`config.mk`:
```
export PLATFORM = sky130hd
export DESIGN_NAME = nibble_serial_add_ctrl
export DESIGN_NICKNAME = d
export VERILOG_FILES = /design/src/rtl/nibble_serial_add_ctrl.sv
export SDC_FILE = /design/constraint.sdc
export NUM_CORES = 1
export LEC_CHECK = 0
export CAP_MARGIN = 25
export CORE_ASPECT_RATIO = 0.75
export CORE_MARGIN = 4
export CORE_UTILIZATION = 46
export DETAILED_ROUTE_END_ITERATION = 8
export PLACE_DENSITY = 0.78
export SYNTH_ARGS = -nofsm -noshare
export SYNTH_HDL_FRONTEND = slang
export SYNTH_SLANG_ARGS = --single-unit
```
`constraint.sdc`:
```
create_clock -name clk -period 2.9 [get_ports clk]
set_clock_uncertainty 0.1 [all_clocks]
set_input_delay 0.58 -clock clk [delete_from_list [all_inputs] [get_ports clk]]
set_output_delay 0.58 -clock clk [all_outputs]
set_load 0.01 [all_outputs]
```
`src/rtl/nibble_serial_add_ctrl.sv`:
```
// Serial WIDTH-bit add/subtract controller. It reuses one 4-bit ripple adder
// for one nibble per clock, LSB nibble first, and pulses done when the result is ready.

module ripple_add_4bit_structural (
  input  logic [3:0] a,
  input  logic [3:0] b,
  input  logic       cin,
  output logic [3:0] sum,
  output logic       cout
);
  logic [4:0] c_s;

  assign c_s[0] = cin;

  genvar i;
  generate
    for (i = 0; i < 4; i++) begin : g_fa
      assign sum[i]   = a[i] ^ b[i] ^ c_s[i];
      assign c_s[i+1] = (a[i] & b[i]) | (c_s[i] & (a[i] ^ b[i]));
    end
  endgenerate

  assign cout = c_s[4];
endmodule

module nibble_serial_add_ctrl #(
  parameter int WIDTH = 16
) (
  input  logic             clk,
  input  logic             rst_n,
  input  logic             start,
  input  logic             op_sub,
  input  logic [WIDTH-1:0] a,
  input  logic [WIDTH-1:0] b,
  input  logic             carry_in,
  output logic             busy,
  output logic             done,
  output logic [WIDTH-1:0] sum,
  output logic             carry_out,
  output logic             overflow
);
  localparam int NIB  = WIDTH / 4;
  localparam int IDXW = (NIB > 1) ? $clog2(NIB) : 1;

  typedef enum logic [1:0] {
    IDLE = 2'b00,
    RUN  = 2'b01,
    DONE = 2'b10
  } state_t;

  state_t            state_r, state_s;
  logic [IDXW-1:0]   idx_r;
  logic [WIDTH-1:0]  a_r, b_r, sum_r;
  logic              carry_r, carry_out_r, overflow_r;
  logic [3:0]        add_sum_s;
  logic              add_cout_s;
  logic              last_s;

  // b_r already holds ~b in subtract mode, so the adder always adds.
  ripple_add_4bit_structural u_add (
    .a    (a_r[{idx_r, 2'b00} +: 4]),
    .b    (b_r[{idx_r, 2'b00} +: 4]),
    .cin  (carry_r),
    .sum  (add_sum_s),
    .cout (add_cout_s)
  );

  assign last_s = (idx_r == IDXW'(NIB - 1));

  // State register.
  always_ff @(posedge clk or negedge rst_n) begin
    if (!rst_n) begin
      state_r <= IDLE;
    end else begin
      state_r <= state_s;
    end
  end

  // Next-state decode.
  always_comb begin
    state_s = state_r;
    case (state_r)
      IDLE: begin
        if (start) begin
          state_s = RUN;
        end else begin
          state_s = IDLE;
        end
      end
      RUN: begin
        if (last_s) begin
          state_s = DONE;
        end else begin
          state_s = RUN;
        end
      end
      DONE:    state_s = IDLE;
      default: state_s = IDLE;
    endcase
  end

  // Operand capture, nibble stepping and result registers.
  always_ff @(posedge clk or negedge rst_n) begin
    if (!rst_n) begin
      idx_r       <= {IDXW{1'b0}};
      a_r         <= {WIDTH{1'b0}};
      b_r         <= {WIDTH{1'b0}};
      sum_r       <= {WIDTH{1'b0}};
      carry_r     <= 1'b0;
      carry_out_r <= 1'b0;
      overflow_r  <= 1'b0;
    end else begin
      case (state_r)
        IDLE: begin
          if (start) begin
            a_r     <= a;
            b_r     <= op_sub ? ~b : b;
            carry_r <= op_sub ? 1'b1 : carry_in;
            idx_r   <= {IDXW{1'b0}};
            sum_r   <= {WIDTH{1'b0}};
          end
        end
        RUN: begin
          sum_r[{idx_r, 2'b00} +: 4] <= add_sum_s;
          carry_r                    <= add_cout_s;
          if (last_s) begin
            carry_out_r <= add_cout_s;
            // Top nibble's MSB is the new sign bit of the result.
            overflow_r  <= (a_r[WIDTH-1] ~^ b_r[WIDTH-1]) & (a_r[WIDTH-1] ^ add_sum_s[3]);
          end else begin
            idx_r <= idx_r + IDXW'(1'b1);
          end
        end
        DONE: begin
        end
        default: begin
        end
      endcase
    end
  end

  assign busy      = (state_r == RUN);
  assign done      = (state_r == DONE);
  assign sum       = sum_r;
  assign carry_out = carry_out_r;
  assign overflow  = overflow_r;
endmodule

```
==> summary.txt <==
Avg WL per Cell - 16.2 um
I/O Buffers - 56
Die area - 0.00715 mm2
Met2 Track Usage GR - 26.9%
RD Place Congestion - 0.859
Syn nets - 261
Crit path cell chain - mux4_2, inv_2, fa_2, inv_2, fa_2, inv_2, fa_2, inv_2, fa_2, o22ai_1, mux2_4
Vias - 1867
Final Cycle Share - 101%
Final core occ - 62.7%
Slowest CP cell - fa_2
Met1 usage in global routing - 26.1%
CP max stage delay - 0.54 ns
Ys async rst share - 100%
Worst-Skew Late Latency - 0.31 ns
Worst vdd ir - 0.000556 V
Hold WS - 0.193 ns
Final WS setup - -0.0428 ns
CP arrival - 3.04 ns
Sink Count - 55
CTS tree - done
Final std cells w/o fill - 353
Ant diodes - 0
Hold-fix buffers at CTS - 0
Met3 Track Usage GR - 3.74%
Htree depth - 2
Cell Pwr Density - 1190 mW/mm2
Number of global-route vias before repair - 1905
EDFF count, synth - 0
Die width - 96.3 um
Max-slew violations - 0
NetSw - 0.00162 W
Crit path capture type - flip-flop
Minimum clock period - 2.94 ns
R2R depth - 11
Syn Area/Cell - 12.5 um2
Placed cell count - 345
Main synth FF type - dfrtp_1
Share of cells above drive strength 1 - 21.9%
CP Data Required Time - 2.99 ns
GR peak layer - met2
Die Y - 74.3 um
Max frequency - 340 MHz
Status - finished, violations left
Area leader, netlist - dfrtp_1
Sequential share of power - 34.2%
Synthesized cell area - 0.00269 mm2
Final wirelength - 5740 um
CP Max Fanout - 4
RSZ-0062 raised after global routing - true
First-pass GRT wire length - 9500 um
Setup violators final - 1
Largest net degree at the start of global routing - 33
Failing checks - setup timing
Layout area overhead - 28.0%
Pleak - 1.44 nW
Synthesis Warnings - 0
Register area share after synthesis - 51.1%
Core area - 0.00550 mm2
Drt pass-1 iters - 4
Int Pwr - 0.00247 W
Syn Inst Count - 216
Comb pwr share - 55.7%
Hold Crit Class - input port to asynchronous set/reset pin
Initial cell density of the core - 49.0%
Number of buffers created by CTS - 5
Total power - 0.00409 W
Slew @ Worst Pin - 0.658 ns
Register bit total from synthesis - 55
Antenna-violating nets left - 0
Final global-route overflow total - 0
Dpl hpwl - 4360 um
Initial antenna violation count - 0
Slew HR - 56.1%
Count of final hold-check violations - 0
Clock transition at path regs - 0.10 ns
Post-CTS setup buffers - 0
Setup TNS Final - -0.0428 ns
Top Ports - 57
Critical path type - flip-flop to flip-flop
Clk buf depth - 2
Netlist cell types - 32
NumNets Final - 322
# DRC - 0
List of most frequent post-synthesis cells - dfrtp_1 (55), mux2_2 (19), a21oi_1 (17), nor2_1 (17), xnor2_1 (16)
Via density - 5.29
Core Rows - 23
Clock tree root buffer cell - clkbuf_8
Synth top area cells - dfrtp_1 (51%), mux2_2 (7.9%), mux4_2 (6.7%)
Most common cell in the synthesized netlist - dfrtp_1
Switching Share - 39.5%
Top-area cell type share of the netlist area - 51.1%
Total GRT Usage - 17.8%
Initial DRC count - 60
Max-Cap Viols - 0
Power share of the clock group - 10.1%
Critical path launch point type - flip-flop
-- kinds of logic (layout without fill, tap and decap cells) --
group	after synthesis	in the layout	share of synthesized area, %
XOR/XNOR	16	16	5.20
buffers and inverters	26	88	4.83
multiplexers	27	27	14.6
adder cells (fa/ha/maj)	8	8	4.83
AND/OR/NAND/NOR	43	43	8.83
AO/OA/AOI/OAI	41	41	10.5
flip-flops	55	55	51.1
-- critical path, delay by kind of cell, from the launching register on --
| family | cells | cell delay [ns] |
|---|---|---|
| flip-flops | 1 | 0.42 |
| buffers and inverters | 4 | 0.22 |
| AO/OA/AOI/OAI | 1 | 0.07 |
| multiplexers | 2 | 0.80 |
| adder cells (fa/ha/maj) | 4 | 1.24 |
-- metrics by stage --
stage | worst slack, ns | area (um2)
final | -0.0428 | 3450
after global routing | -0.140 | 3450
after CTS | -0.130 | 3440
after detailed placement | -0.129 | 3350
after global placement | -0.0218 | 3350
after floorplan | -0.156 | 2700
-- layer usage --
| metal | vias to the layer above | part of all wire, % |
|---|---|---|
| met5 | - | 0 |
| met4 | 0 | 1.5 |
| met3 | 9 | 6.8 |
| met2 | 55 | 44 |
| met1 | 923 | 48 |
| li1 | 880 | - |
-- state kept, by name, indices dropped and copies added (netlist names) --
signal,count
a_r,16
b_r,16
sum,16
idx_r,2
state_r,2
carry_out,1
carry_r,1
overflow,1
-- final cells by class --
type / count / area (um2)
Sequential cell: 55 / 1380
Timing Repair Buffer: 65 / 636
Clock buffer: 5 / 68.8
Multi-Input combinational cell: 135 / 1200
Clock inverter: 3 / 15.0
Fill cell: 448 / 2050
Inverter: 15 / 56.3
Tap cell: 75 / 93.8
-- power by group through the flow --
stage / combinational (W) / sequential (W) / clock (W)
after floorplan: 0.00147 / 0.00132 / 0
after detailed placement: 0.00223 / 0.00141 / 0
after CTS: 0.00231 / 0.00140 / 0.000422
final: 0.00228 / 0.00140 / 0.000413
after global placement: 0.00216 / 0.00140 / 0
after global routing: 0.00249 / 0.00144 / 0.000460
-- timing repair --
item	in CTS	in global routing
resized for setup	8	2
cloned	0	0
setup endpoints to repair	5	5
pin swaps	4	4
-- final timing paths --
check / startpoint / to / slack, ns
max: idx_r[0] / overflow / -0.04
min: rst_n / sum[1] / 0.19
max reg2reg: idx_r[0] / overflow / -0.04
min reg2reg: sum[10] / sum[10] / 0.40
max in group asynchronous: rst_n / a_r[0] / 1.93
min in group clk: sum[10] / sum[10] / 0.40
-- layout by cell type, fill, tap and decap left out, types with 8 or more instances in the layout --
cell type and count:
xnor2_1 16, dfrtp_1 54, inv_1 10, a22o_1 8, mux4_2 8, buf_4 8, nor2_1 17, o2bb2ai_1 9
mux2_2 18, nand2_1 9, clkdlybuf4s50_1 55, a21oi_1 17
Note: power is estimated with default switching activity, not from simulation.
